[src/rtl/cla_nibble_sequencer.sv]
`default_nettype none
// ============================================================================
// Module   : cla_nibble_sequencer
// Brief    : Multi-cycle add/subtract controller that time-shares one external
//            4-bit carry-lookahead slice. It processes one nibble per clock,
//            LSB first, and produces a W-bit result with carry, overflow and
//            zero flags.
// Revision : 1.0 - initial release
// ============================================================================
module cla_nibble_sequencer #(
    parameter int NIBBLES = 3
) (
    input  logic                 clk,
    input  logic                 rst,
    input  logic                 start,
    input  logic                 sub,
    input  logic [4*NIBBLES-1:0] a,
    input  logic [4*NIBBLES-1:0] b,
    output logic [3:0]           cla_a,
    output logic [3:0]           cla_b,
    output logic                 cla_cin,
    input  logic [3:0]           cla_s,
    input  logic                 cla_cout,
    output logic                 busy,
    output logic                 done,
    output logic [4*NIBBLES-1:0] result,
    output logic                 cout,
    output logic                 overflow,
    output logic                 zero
);

    localparam int W                    = 4 * NIBBLES;
    localparam int c_CNT_W              = (NIBBLES > 1) ? $clog2(NIBBLES) : 1;
    localparam logic [c_CNT_W-1:0] c_LAST_CNT = c_CNT_W'(NIBBLES - 1);

    typedef enum logic [1:0] {
        IDLE = 2'd0,
        RUN  = 2'd1,
        DONE = 2'd2
    } state_t;

    state_t               state_q,  state_d;
    logic [c_CNT_W-1:0]   cnt_q,    cnt_d;
    logic                 carry_q,  carry_d;
    logic [W-1:0]         acc_q,    acc_d;
    logic [W-1:0]         a_reg_q,  a_reg_d;
    logic [W-1:0]         b_reg_q,  b_reg_d;
    logic [W-1:0]         result_q, result_d;
    logic                 cout_q,   cout_d;
    logic                 ovf_q,    ovf_d;
    logic                 zero_q,   zero_d;

    logic [3:0]           w_nib_a;
    logic [3:0]           w_nib_b;
    logic [W-1:0]         w_merged;

    // Select the current operand nibbles and merge the CLA sum into the accumulator
    always_comb begin
        w_nib_a  = 4'h0;
        w_nib_b  = 4'h0;
        w_merged = acc_q;
        for (int i = 0; i < NIBBLES; i++) begin
            if (cnt_q == c_CNT_W'(i)) begin
                w_nib_a             = a_reg_q[4*i +: 4];
                w_nib_b             = b_reg_q[4*i +: 4];
                w_merged[4*i +: 4]  = cla_s;
            end
        end
    end

    // Next-state, datapath updates and outputs of the nibble sequencer
    always_comb begin
        state_d  = state_q;
        cnt_d    = cnt_q;
        carry_d  = carry_q;
        acc_d    = acc_q;
        a_reg_d  = a_reg_q;
        b_reg_d  = b_reg_q;
        result_d = result_q;
        cout_d   = cout_q;
        ovf_d    = ovf_q;
        zero_d   = zero_q;

        busy     = 1'b0;
        done     = 1'b0;
        cla_a    = 4'h0;
        cla_b    = 4'h0;
        cla_cin  = 1'b0;

        case (state_q)
            IDLE: begin
                if (start) begin
                    // Subtraction is A + ~B + 1: invert B here and seed the carry.
                    a_reg_d = a;
                    b_reg_d = sub ? ~b : b;
                    carry_d = sub;
                    cnt_d   = '0;
                    acc_d   = '0;
                    state_d = RUN;
                end
            end
            RUN: begin
                busy    = 1'b1;
                cla_a   = w_nib_a;
                cla_b   = w_nib_b;
                cla_cin = carry_q;
                acc_d   = w_merged;
                carry_d = cla_cout;
                cnt_d   = cnt_q + c_CNT_W'(1);
                if (cnt_q == c_LAST_CNT) begin
                    state_d  = DONE;
                    result_d = w_merged;
                    cout_d   = cla_cout;
                    ovf_d    = (a_reg_q[W-1] == b_reg_q[W-1]) &&
                               (w_merged[W-1] != a_reg_q[W-1]);
                    zero_d   = (w_merged == '0);
                end
            end
            DONE: begin
                done    = 1'b1;
                state_d = IDLE;
            end
            default: begin
                state_d = IDLE;
            end
        endcase
    end

    // State and datapath registers; reset aborts any operation in flight
    always_ff @(posedge clk or posedge rst) begin
        if (rst) begin
            state_q  <= IDLE;
            cnt_q    <= '0;
            carry_q  <= 1'b0;
            acc_q    <= '0;
            a_reg_q  <= '0;
            b_reg_q  <= '0;
            result_q <= '0;
            cout_q   <= 1'b0;
            ovf_q    <= 1'b0;
            zero_q   <= 1'b0;
        end else begin
            state_q  <= state_d;
            cnt_q    <= cnt_d;
            carry_q  <= carry_d;
            acc_q    <= acc_d;
            a_reg_q  <= a_reg_d;
            b_reg_q  <= b_reg_d;
            result_q <= result_d;
            cout_q   <= cout_d;
            ovf_q    <= ovf_d;
            zero_q   <= zero_d;
        end
    end

    assign result   = result_q;
    assign cout     = cout_q;
    assign overflow = ovf_q;
    assign zero     = zero_q;

endmodule
`default_nettype wire

[config.mk]
export PLATFORM = sky130hd
export DESIGN_NAME = cla_nibble_sequencer
export DESIGN_NICKNAME = d
export VERILOG_FILES = /design/src/rtl/cla_nibble_sequencer.sv
export SDC_FILE = /design/constraint.sdc
export NUM_CORES = 1
export LEC_CHECK = 0
export CAP_MARGIN = 20
export CELL_PAD_IN_SITES_DETAIL_PLACEMENT = 2
export CELL_PAD_IN_SITES_GLOBAL_PLACEMENT = 2
export CORE_ASPECT_RATIO = 0.8
export CORE_UTILIZATION = 33
export CTS_BUF_LIST = sky130_fd_sc_hd__clkbuf_8
export DETAILED_ROUTE_END_ITERATION = 12
export PLACE_DENSITY_LB_ADDON = 0.1
export SYNTH_ARGS = -nofsm -noshare
export SYNTH_HDL_FRONTEND = slang
export SYNTH_SLANG_ARGS = --single-unit
[constraint.sdc]
create_clock -name clk -period 2.9 [get_ports clk]
set_input_delay 0.87 -clock clk [delete_from_list [all_inputs] [get_ports clk]]
set_output_delay 0.87 -clock clk [all_outputs]
set_load 0.1 [all_outputs]
After elaboration in Yosys (flattened, before gate mapping)

Cells that the tools add are included.

Output and inout port bits: 26
Word-level logic and storage cells: 53
Flip-flop bits (word level): 56
Input bits: 33

Add/subtract/negate cells: 1
Eq/ne operators: 8
Multiplexer cells: 24
Reduce and logical (&&, ||, !) cells: 9
Bitwise operators: 1

Operators with widths:

| kind                                                            | count |
|---|---|
| 4-bit two-way mux                                               | 11 |
| 12-bit two-way mux                                              | 2 |
| 12-bit one-hot mux with 2 select lines                          | 1 |
| 12-bit zero test                                                | 1 |
| 12-bit NOT                                                      | 1 |
| 2-bit one-hot mux with 2 select lines                           | 2 |
| 2-bit AND reduction                                             | 4 |
| 2-bit two-way mux                                               | 3 |
| 2-bit by 1-bit == test with 1-bit output, second input constant | 2 |
| 2-bit == test, second input constant                            | 2 |
| 2-bit zero test                                                 | 2 |
| 1-bit two-way mux                                               | 4 |
| 2-bit inequality test, second input constant                    | 2 |
| 2-bit by 1-bit adder with 2-bit output, second input constant   | 1 |
| 1-bit one-hot mux with 2 select lines                           | 1 |
| 2-bit nonzero test                                              | 1 |
| 1-bit == test                                                   | 1 |
| 1-bit logical AND                                               | 1 |
| 1-bit inequality test                                           | 1 |

Longest topological paths before layout

Gate-level depths: netlist of run 1.

Depth after elaboration: 5
Mapped depth: 8
Gate-level depth less buffers: 6

Worst setup path before layout of run 1

OpenSTA, ideal clock, no wires.

Path type: register to output
Start: reg cnt_q[0]
End: out cla_a[0]
Data arrival time: 3,337 ps
Stages on the path, launching flop included: 7
Buffers on the path: 2
Slack: -1,307 ps
Data required time: 2,030 ps
Cell sequence: dfrtp_1 inv_1 ha_1 clkbuf_1 clkbuf_1 a221oi_1 nor3_1

Cells in the longest elaborated chain, start to end: 5
Elaborated cells on any way between the ends: 7
Those cells by class: 2 x eq/ne; 4 x mux; 1 x reduce/logical

Ends and longest elaborated chain:

| item                           | line | text |
|---|---|---|
| start, declared                | 43   | `logic [c_CNT_W-1:0] cnt_q, cnt_d;` |
| start signal, assigned         | 144  | `cnt_q <= cnt_d;` |
| 2-bit zero test                | 63   | `if (cnt_q == c_CNT_W'(i)) begin` |
| 4-bit two-way mux (2 in a row) | 63   |  |
| 4-bit two-way mux (*)          | 63   |  |
| 4-bit two-way mux (*)          | 90   | `case (state_q)` |
| end, declared                  | 19   | `output logic [3:0] cla_a,` |

Every way passes the cells marked *; elsewhere a longest branch is shown, timed or not.

Worst setup path after layout of run 1

Start: reg cnt_q[0]
End: out cla_b[2]

Cells in the longest elaborated chain, start to end: 5
Elaborated cells on any way between the ends: 7
Those cells by class: 2 x eq/ne; 4 x mux; 1 x reduce/logical

Ends and longest elaborated chain:

| item                           | line | text |
|---|---|---|
| 2-bit zero test                | 63   |  |
| 4-bit two-way mux (2 in a row) | 63   |  |
| 4-bit two-way mux (*)          | 63   |  |
| 4-bit two-way mux (*)          | 90   |  |
| end, declared                  | 20   | `output logic [3:0] cla_b,` |

Marked as above.

==> flow_summary.toml, run 1 <==
[clock_tree]
clkSinkCount = 56
cts_max_level = 2
tritoncts = "built"
clk_pin_slew_ns = 0.10
cts_setup_buffers = 0
hold_buffers = 0
root_buffer = "clkbuf_8"
cts-buffers-inserted = 5
insertion_delay_ns = 0.31
clk_path_buf_depth = 2

[worst_setup_path]
cp_data_arrival_time_ns = 1.90
crit_fanout = 7
crit_required_ns = 2.03
crit_type = "reg2out"
crit_path_end_kind = "output pin"
startpoint_type = "flip-flop"

[detailed_routing]
drc = 0
drtAntennaViolNets = 0
drt_wl_total_mm = 7.326
vias_per_cell = 5.134
num_vias = 2105
avgRoutedWirePerCell_um = 17.87
first_pass_iters = 4
first_iter_violations = 44

[global_route]
grt_max_degree = 24
grt.met2_usage_pct = 31.01
grt_overflow = 0
grt_pass1_vias = 2232
grt_first_pass_wirelength_mm = 11.98
grt_usage_pct = 19.07
antenna_found_initial = 0
grt_use_met1_pct = 26.35
grt_util_met3_pct = 3.872
top_usage_layer = "met2"

[synth]
syn_area_um2 = 2658
synth_top_area_share_pct = 52.73
synth_edf_count = 0
synthTopCellsByArea = "dfrtp_1 (53%), mux2_2 (5.1%), nand2_1 (4.5%)"
ys_ff_latch = 56
ys_seq_area_share_pct = 52.73
syn_inst = 248
yosysUniqueCellTypes = 40
syn_area_per_cell_um2 = 10.72
yosys.area.top_type = "dfrtp_1"
ys.flop_type = "dfrtp_1"
synth_fp_nets = 285
synth-async-reset-ratio_pct = 100.0
ys_warn_count = 0

[job]
maxCapViolCount = 0

[placement]
hpwl_mm = 5.409
port_buffers = 58
routabilityCongestion = 0.6969

[timing]
tightest_slew_ns = 0.5774
rsz0062_at_grt = "no"
skew_ns = 0.01103
hold_violations = 0
drv_slew = 0
min_period_ns = 2.767
worst_hold_slack_ns = 0.4874
setup_viol = 0
period_share_pct = 95.40
fmax_mhz = 361.5
finalSetupTns_ns = 0
maxSlewHeadroom_pct = 61.50

[status]
status = "complete, no violations"

[die]
dieArea_um2 = 8418
coreArea_um2 = 7602
fp-row-count = 28
die_h_um = 82.27
design.portCount = 59
initial_core_util_pct = 34.96
fp.dieW_um = 102.3

[min_path]
hp-class = "reg2reg"

[final_layout]
multiInputGateArea_um2 = 1254
nets = 341
seq_area_um2 = 1401
fill_cells = 778
drive_gt1_share_pct = 24.92
area_growth_pct = 36.91
antenna_cells = 0
[state kept, by name, summed over array words and instances (netlist names)]
register	cells
cnt_q	2
carry_q	1
result	12
b_reg_q	12
state_q	2
a_reg_q	12
zero	1
overflow	1
acc_q	12
cout	1
[timing repair]
item | 4_1_cts | 5_1_grt
gates resized for setup | 6 | 4
hold endpoints to repair | 0 | 0
setup endpoints to repair | 8 | 1
[final timing paths]
kind	startpoint	to	slack (ns)	depth (start not counted)
setup / recovery	cnt_q[0]	cla_b[2]	0.13	6
hold / removal	carry_q	carry_q	0.49	2
setup reg to reg	cnt_q[0]	zero	0.84	6
hold reg to reg	carry_q	carry_q	0.49	2
max in group asynchronous	rst	a_reg_q[3]	1.38	3
min in group asynchronous	rst	result[6]	0.91	2
[per-layer routing]
layer  part of all wire [%]  vias to the layer above  wire length [um]
met2                     46                       46              3337
met4                    1.1                        0                77
met1                     49                     1078              3610
met3                    4.1                        9               301
met5                      0                        -                 0
li1                       -                      972                 -
[cells in the final DEF (no fill, tap or decap), types with 3 or more instances in the layout]
cell type        Yosys  final
a221oi_1             7      6
a32o_1               8      8
nor2_1              16     15
xnor2_1             12     12
a21oi_1             15     14
clkdlybuf4s50_1      0     32
nand2_1             32     32
o21ai_0              9      9
nor2b_1              9      8
o21ai_1              3      3
mux2_2              12     12
clkbuf_8             0      6
inv_1                3      3
buf_4                2     25
a22o_1               3      3
mux2i_1              9      9
nor3_4               0      7
buf_12               0     11
inv_2                2      4
dfrtp_1             56     56
[Yosys cell counts, types with 4 or more instances]
| cell type | n |
|---|---|
| a32o_1 | 8 |
| buf_2 | 7 |
| xnor2_1 | 12 |
| dfrtp_1 | 56 |
| nor2b_1 | 9 |
| nor2_1 | 16 |
| nor3_1 | 8 |
| o21ai_0 | 9 |
| clkbuf_1 | 8 |
| mux2i_1 | 9 |
| ha_1 | 4 |
| a21oi_1 | 15 |
| mux2_2 | 12 |
| a221oi_1 | 7 |
| nand2_1 | 32 |
[logic make-up (layout without fill, tap and decap cells)]
family | count (synthesis) | count (layout) | synth area share (%)
DFF | 56 | 56 | 52.73
AOI/OAI and AO/OA | 53 | 53 | 13.84
xor gates and xnor gates | 12 | 12 | 3.955
and+or+nand+nor | 77 | 77 | 14.27
adders and majority gates | 4 | 4 | 1.883
buffers and inverters | 25 | 82 | 4.849
muxes | 21 | 21 | 8.475
[critical path, cell delays in order (launching register included)]
cell and delay, ns:
dfrtp_1 0.44, inv_1 0.11, ha_1 0.23, nor2b_4 0.17, a221oi_1 0.40, nor3_4 0.07, buf_12 0.18
[per-stage QoR]
stage | cells | setup slack, ns | instance area, um^2 | util, %
2_1_floorplan | 248 | 0.03827 | 2750 | -
3_3_place_gp | 402 | 0.1180 | 3508 | 46.15
3_5_place_dp | 402 | 0.1295 | 3508 | 46.15
4_1_cts | 410 | 0.01808 | 3618 | 47.60
5_1_grt | 410 | 0.002319 | 3638 | 47.86
6_report | 410 | 0.1335 | 3638 | 47.86
[layout make-up]
| cell class | instances | area share [%] |
|---|---|---|
| multi-input cells | 167 | 34.46 |
| clock inverters | 2 | 0.2063 |
| flip-flops and latches | 56 | 38.51 |
| well taps | 105 | 3.611 |
| clock buffers | 6 | 2.270 |
| repair buffers | 69 | 20.43 |
| inverters | 5 | 0.5158 |
Power of run 1 is left out: the tool's default activity adds up to more than one toggle a clock period on the data nets, which glitch-free logic cannot reach.
==> inputs of run 2 (changes only) <==
- CORE_UTILIZATION: 33 -> 32
- CTS_BUF_LIST: sky130_fd_sc_hd__clkbuf_8 -> not set
==> flow_summary.toml, run 2 (synthesized netlist as in run 1, its figures left out) <==
[worst_setup_path]
crit_fanout = 7
crit_type = "reg2out"
crit_chain = "inv_2 -> ha_1 -> nor2b_4 -> a221oi_1 -> nor3_4 -> buf_12"
cp_data_arrival_time_ns = 1.93
startpoint_type = "flip-flop"
crit_buf_inv = 2
crit_path_end_kind = "output pin"
worst_path_max_delay_cell = "dfrtp_1"
crit_required_ns = 2.03
cp_top_family = "simple AND/OR/NAND/NOR gates"
slowest_delay_ns = 0.44

[global_route]
antenna_found_initial = 0
grt_pass1_vias = 2194
grt_overflow = 0
grt_max_degree = 39
grt_usage_pct = 17.63
grt_first_pass_wirelength_mm = 11.89

[detailed_routing]
drtAntennaViolNets = 0
drt_wl_total_mm = 7.127
first_iter_violations = 50
drc = 0
first_pass_iters = 4
num_vias = 2051
vias_per_cell = 4.978
avgRoutedWirePerCell_um = 17.30

[final_layout]
drive_gt1_share_pct = 25.33
fill_cells = 828
nets = 340
antenna_cells = 0
seq_area_um2 = 1401
layout_common_cells = "dfrtp_1 (56), nand2_1 (32), clkdlybuf4s50_1 (32), buf_4 (23)"
layout_commonest_cell = "dfrtp_1"
final_core_util_pct = 45.82
area_growth_pct = 37.62
multiInputGateArea_um2 = 1246

[clock_tree]
tritoncts = "built"
cts_max_level = 2
cts-buffers-inserted = 5
clkSinkCount = 56
hold_buffers = 0
insertion_delay_ns = 0.31
clk_pin_slew_ns = 0.10
root_buffer = "clkbuf_8"
clk_path_buf_depth = 2

[timing]
rsz0062_at_grt = "yes"
drv_slew = 0
worst_hold_slack_ns = 0.4818
hold_violations = 0
maxSlewHeadroom_pct = 49.42
tightest_slew_ns = 0.7563
skew_ns = 0.01276
setup_viol = 0
period_share_pct = 96.45
fmax_mhz = 357.5
min_period_ns = 2.797

[placement]
port_buffers = 58
hpwl_mm = 5.158
routabilityCongestion = 0.7090

[die]
design.portCount = 59
dieArea_um2 = 8675
fp-row-count = 29
coreArea_um2 = 7983
fp.dieW_um = 103.9
die_h_um = 83.51
initial_core_util_pct = 33.29

[min_path]
hp-class = "reg2reg"

[job]
maxCapViolCount = 0

[status]
status = "complete, no violations"
## run 2: layer usage
| layer | part of all wire [%] | routed length, um | global-route usage (%) |
|---|---|---|---|
| met5 | 0 | 0 | 0 |
| met4 | 0.77 | 55 | 3.896 |
| met3 | 3.3 | 234 | 3.513 |
| met2 | 48 | 3447 | 27.64 |
| met1 | 48 | 3388 | 25.23 |
## run 2: tightest hold or removal path, cell delays in order, from the launching register on
cell	delay, ns
dfrtp_1	0.35
nand2_1	0.05
nand2_1	0.05
## run 2: through the flow
| stage | cell area (um^2) | setup TNS (ns) | worst slack, ns | cells |
|---|---|---|---|---|
| detailed placement | 3517 | 0 | 0.05665 | 404 |
| global placement | 3517 | 0 | 0.1369 | 404 |
| floorplan | 2750 | 0 | 0.03827 | 248 |
| finish | 3657 | 0 | 0.1031 | 412 |
| CTS | 3649 | 0 | 0.005733 | 412 |
| global route | 3657 | -0.03029 | -0.01612 | 412 |
## run 2: final cells by class
class / count / share of cell area, %
tap: 108 / 3.695
clock buffer: 6 / 1.984
multi-input combinational: 167 / 34.07
sequential: 56 / 38.32
timing repair buffer: 68 / 20.46
clock inverter: 2 / 0.9579
inverter: 5 / 0.5132
## run 2: worst paths after layout
check	start	to	slack [ns]	cells after the start
max	cnt_q[0]	cla_b[3]	0.10	6
min reg2reg	result[8]	result[8]	0.48	2
min in group asynchronous	rst	a_reg_q[11]	0.86	2
max reg2reg	cnt_q[0]	zero	0.97	5
min	result[8]	result[8]	0.48	2
max in group asynchronous	rst	acc_q[9]	1.47	3
## run 2: timing repair
| item | CTS | global route |
|---|---|---|
| resized for setup | 6 | 4 |
| cloned | 0 | 0 |
| buffers inserted | 0 | 0 |
| endpoints found under the hold margin | 0 | 0 |
| setup endpoints to repair | 7 | 8 |
Power of run 2 is left out for the same reason.
==> inputs of run 3 (changes only) <==
- ABC_AREA: not set -> 0
- GPL_TIMING_DRIVEN: not set -> 0
- HOLD_SLACK_MARGIN: not set -> 0.03
==> flow_summary.toml, run 3 (synthesized netlist as in run 1, its figures left out) <==
[status]
status = "complete, no violations"

[global_route]
top_usage_layer = "met2"
grt_first_pass_wirelength_mm = 12.64
grt_usage_pct = 18.43
antenna_found_initial = 0
grt_max_degree = 35
grt_use_met1_pct = 25.42
grt_overflow = 0
grt_util_met3_pct = 3.513
grt.met2_usage_pct = 30.55
grt_pass1_vias = 2370

[clock_tree]
cts_max_level = 2
clk_pin_slew_ns = 0.11
tritoncts = "built"
insertion_delay_ns = 0.32
cts-buffers-inserted = 5
clk_path_buf_depth = 2
clkSinkCount = 56
root_buffer = "clkbuf_8"
hold_buffers = 0

[timing]
tightest_slew_ns = 0.9660
worst_slack_ns = 0.08352
skew_ns = 0.01277
hold_violations = 0
maxSlewHeadroom_pct = 35.40
finalSetupTns_ns = 0
min_period_ns = 2.816
fmax_mhz = 355.1
worst_hold_slack_ns = 0.4863
drv_slew = 0
period_share_pct = 97.12
rsz0062_at_grt = "no"
setup_viol = 0

[job]
maxCapViolCount = 0

[placement]
hpwl_mm = 5.414
port_buffers = 54
dpl_worst_slack_ns = -0.8265
routabilityCongestion = 0.7181

[worst_setup_path]
crit_type = "reg2out"
reg2reg_to = "zero"
r2r_setup_slack_ns = 1.15
cp_data_arrival_time_ns = 1.95
worst_path_max_delay_cell = "dfrtp_2"
r2r-start = "cnt_q[1]"
crit_path_end_kind = "output pin"
startpoint_type = "flip-flop"
r2r_cells = 6
crit_required_ns = 2.03
crit_chain = "inv_2 -> ha_1 -> nor2b_4 -> buf_12 -> a221oi_2 -> nor3_4 -> buf_8"
slowest_delay_ns = 0.45
crit_fanout = 7

[detailed_routing]
drt_wl_total_mm = 7.547
drtAntennaViolNets = 0
vias_per_cell = 5.098
drc = 0
first_pass_iters = 4
num_vias = 2136
avgRoutedWirePerCell_um = 18.01
first_iter_violations = 58

[final_layout]
nets = 347
seq_area_um2 = 1403
fill_cells = 816
layout_common_cells = "dfrtp_1 (55), clkdlybuf4s50_1 (43), nand2_1 (32), nor2_1 (15), a21oi_1 (14)"
layout_commonest_cell = "dfrtp_1"
drive_gt1_share_pct = 24.44
area_growth_pct = 41.67
multiInputGateArea_um2 = 1363
antenna_cells = 0

[min_path]
holdPathStages = 2
whs_endpoint = "result[8]"
hp-start = "result[8]"
hp-class = "reg2reg"

[die]
coreArea_um2 = 7983
fp.dieW_um = 103.9
design.portCount = 59
die_h_um = 83.51
initial_core_util_pct = 33.29
dieArea_um2 = 8675
fp-row-count = 29
## run 3: cell types whose count changed in the layout (fill, tap and decap cells not counted), moves of 3 or more
cell,delta
buf_6,+5
clkbuf_1,+3
clkdlybuf4s50_1,+11
buf_12,-8
a221oi_4,+6
a221oi_1,-5
buf_4,-19
clkbuf_8,+3
buf_2,+8
buf_8,+3
## run 3: through the flow
step	util (%)	cells	instance area (um^2)
6_report	47.16	419	3765
5_1_grt	47.16	419	3765
4_1_cts	45.85	419	3660
3_5_place_dp	43.17	411	3446
3_3_place_gp	42.92	410	3426
2_1_floorplan	-	248	2750
## run 3: final cells by class
type / count / area share [%]
tap: 108 / 3.589
multi-input combinational: 167 / 36.19
clock buffer: 6 / 2.193
clock inverter: 2 / 0.3988
sequential: 56 / 37.26
inverter: 5 / 0.4985
timing repair buffer: 57 / 16.42
buffer: 18 / 3.456
## run 3: worst max-delay path: cells and delay by family, from the launching register on
family | cells | cell delay (ns)
buf+inv | 3 | 0.41
simple gates | 2 | 0.21
fa+ha+maj | 1 | 0.23
flops | 1 | 0.45
compound gates | 1 | 0.32
## run 3: routing by layer
| metal | share of wire [%] | vias to the layer above |
|---|---|---|
| li1 | - | 991 |
| met1 | 47 | 1109 |
| met2 | 49 | 31 |
| met3 | 3.0 | 5 |
| met4 | 0.57 | 0 |
| met5 | 0 | - |
## run 3: worst max path at each step
stage / start / endpoint / slack (ns) / cells past startpoint
floorplan: cnt_q[1] / cla_a[1] / 0.04 / 6
finish: cnt_q[0] / cla_a[3] / 0.08 / 7
detailed placement: cnt_q[0] / cla_a[1] / -0.83 / 7
global route: cnt_q[0] / cla_a[3] / 0.01 / 7
CTS: cnt_q[0] / cla_a[2] / -0.03 / 8
global placement: cnt_q[0] / cla_a[1] / -0.83 / 7
## run 3: repair_timing
action | 4_1_cts | 5_1_grt
resized for setup | 97 | 13
setup buffers | 0 | 2
endpoints found under the setup margin | 11 | 10
Power of run 3 is left out for the same reason.
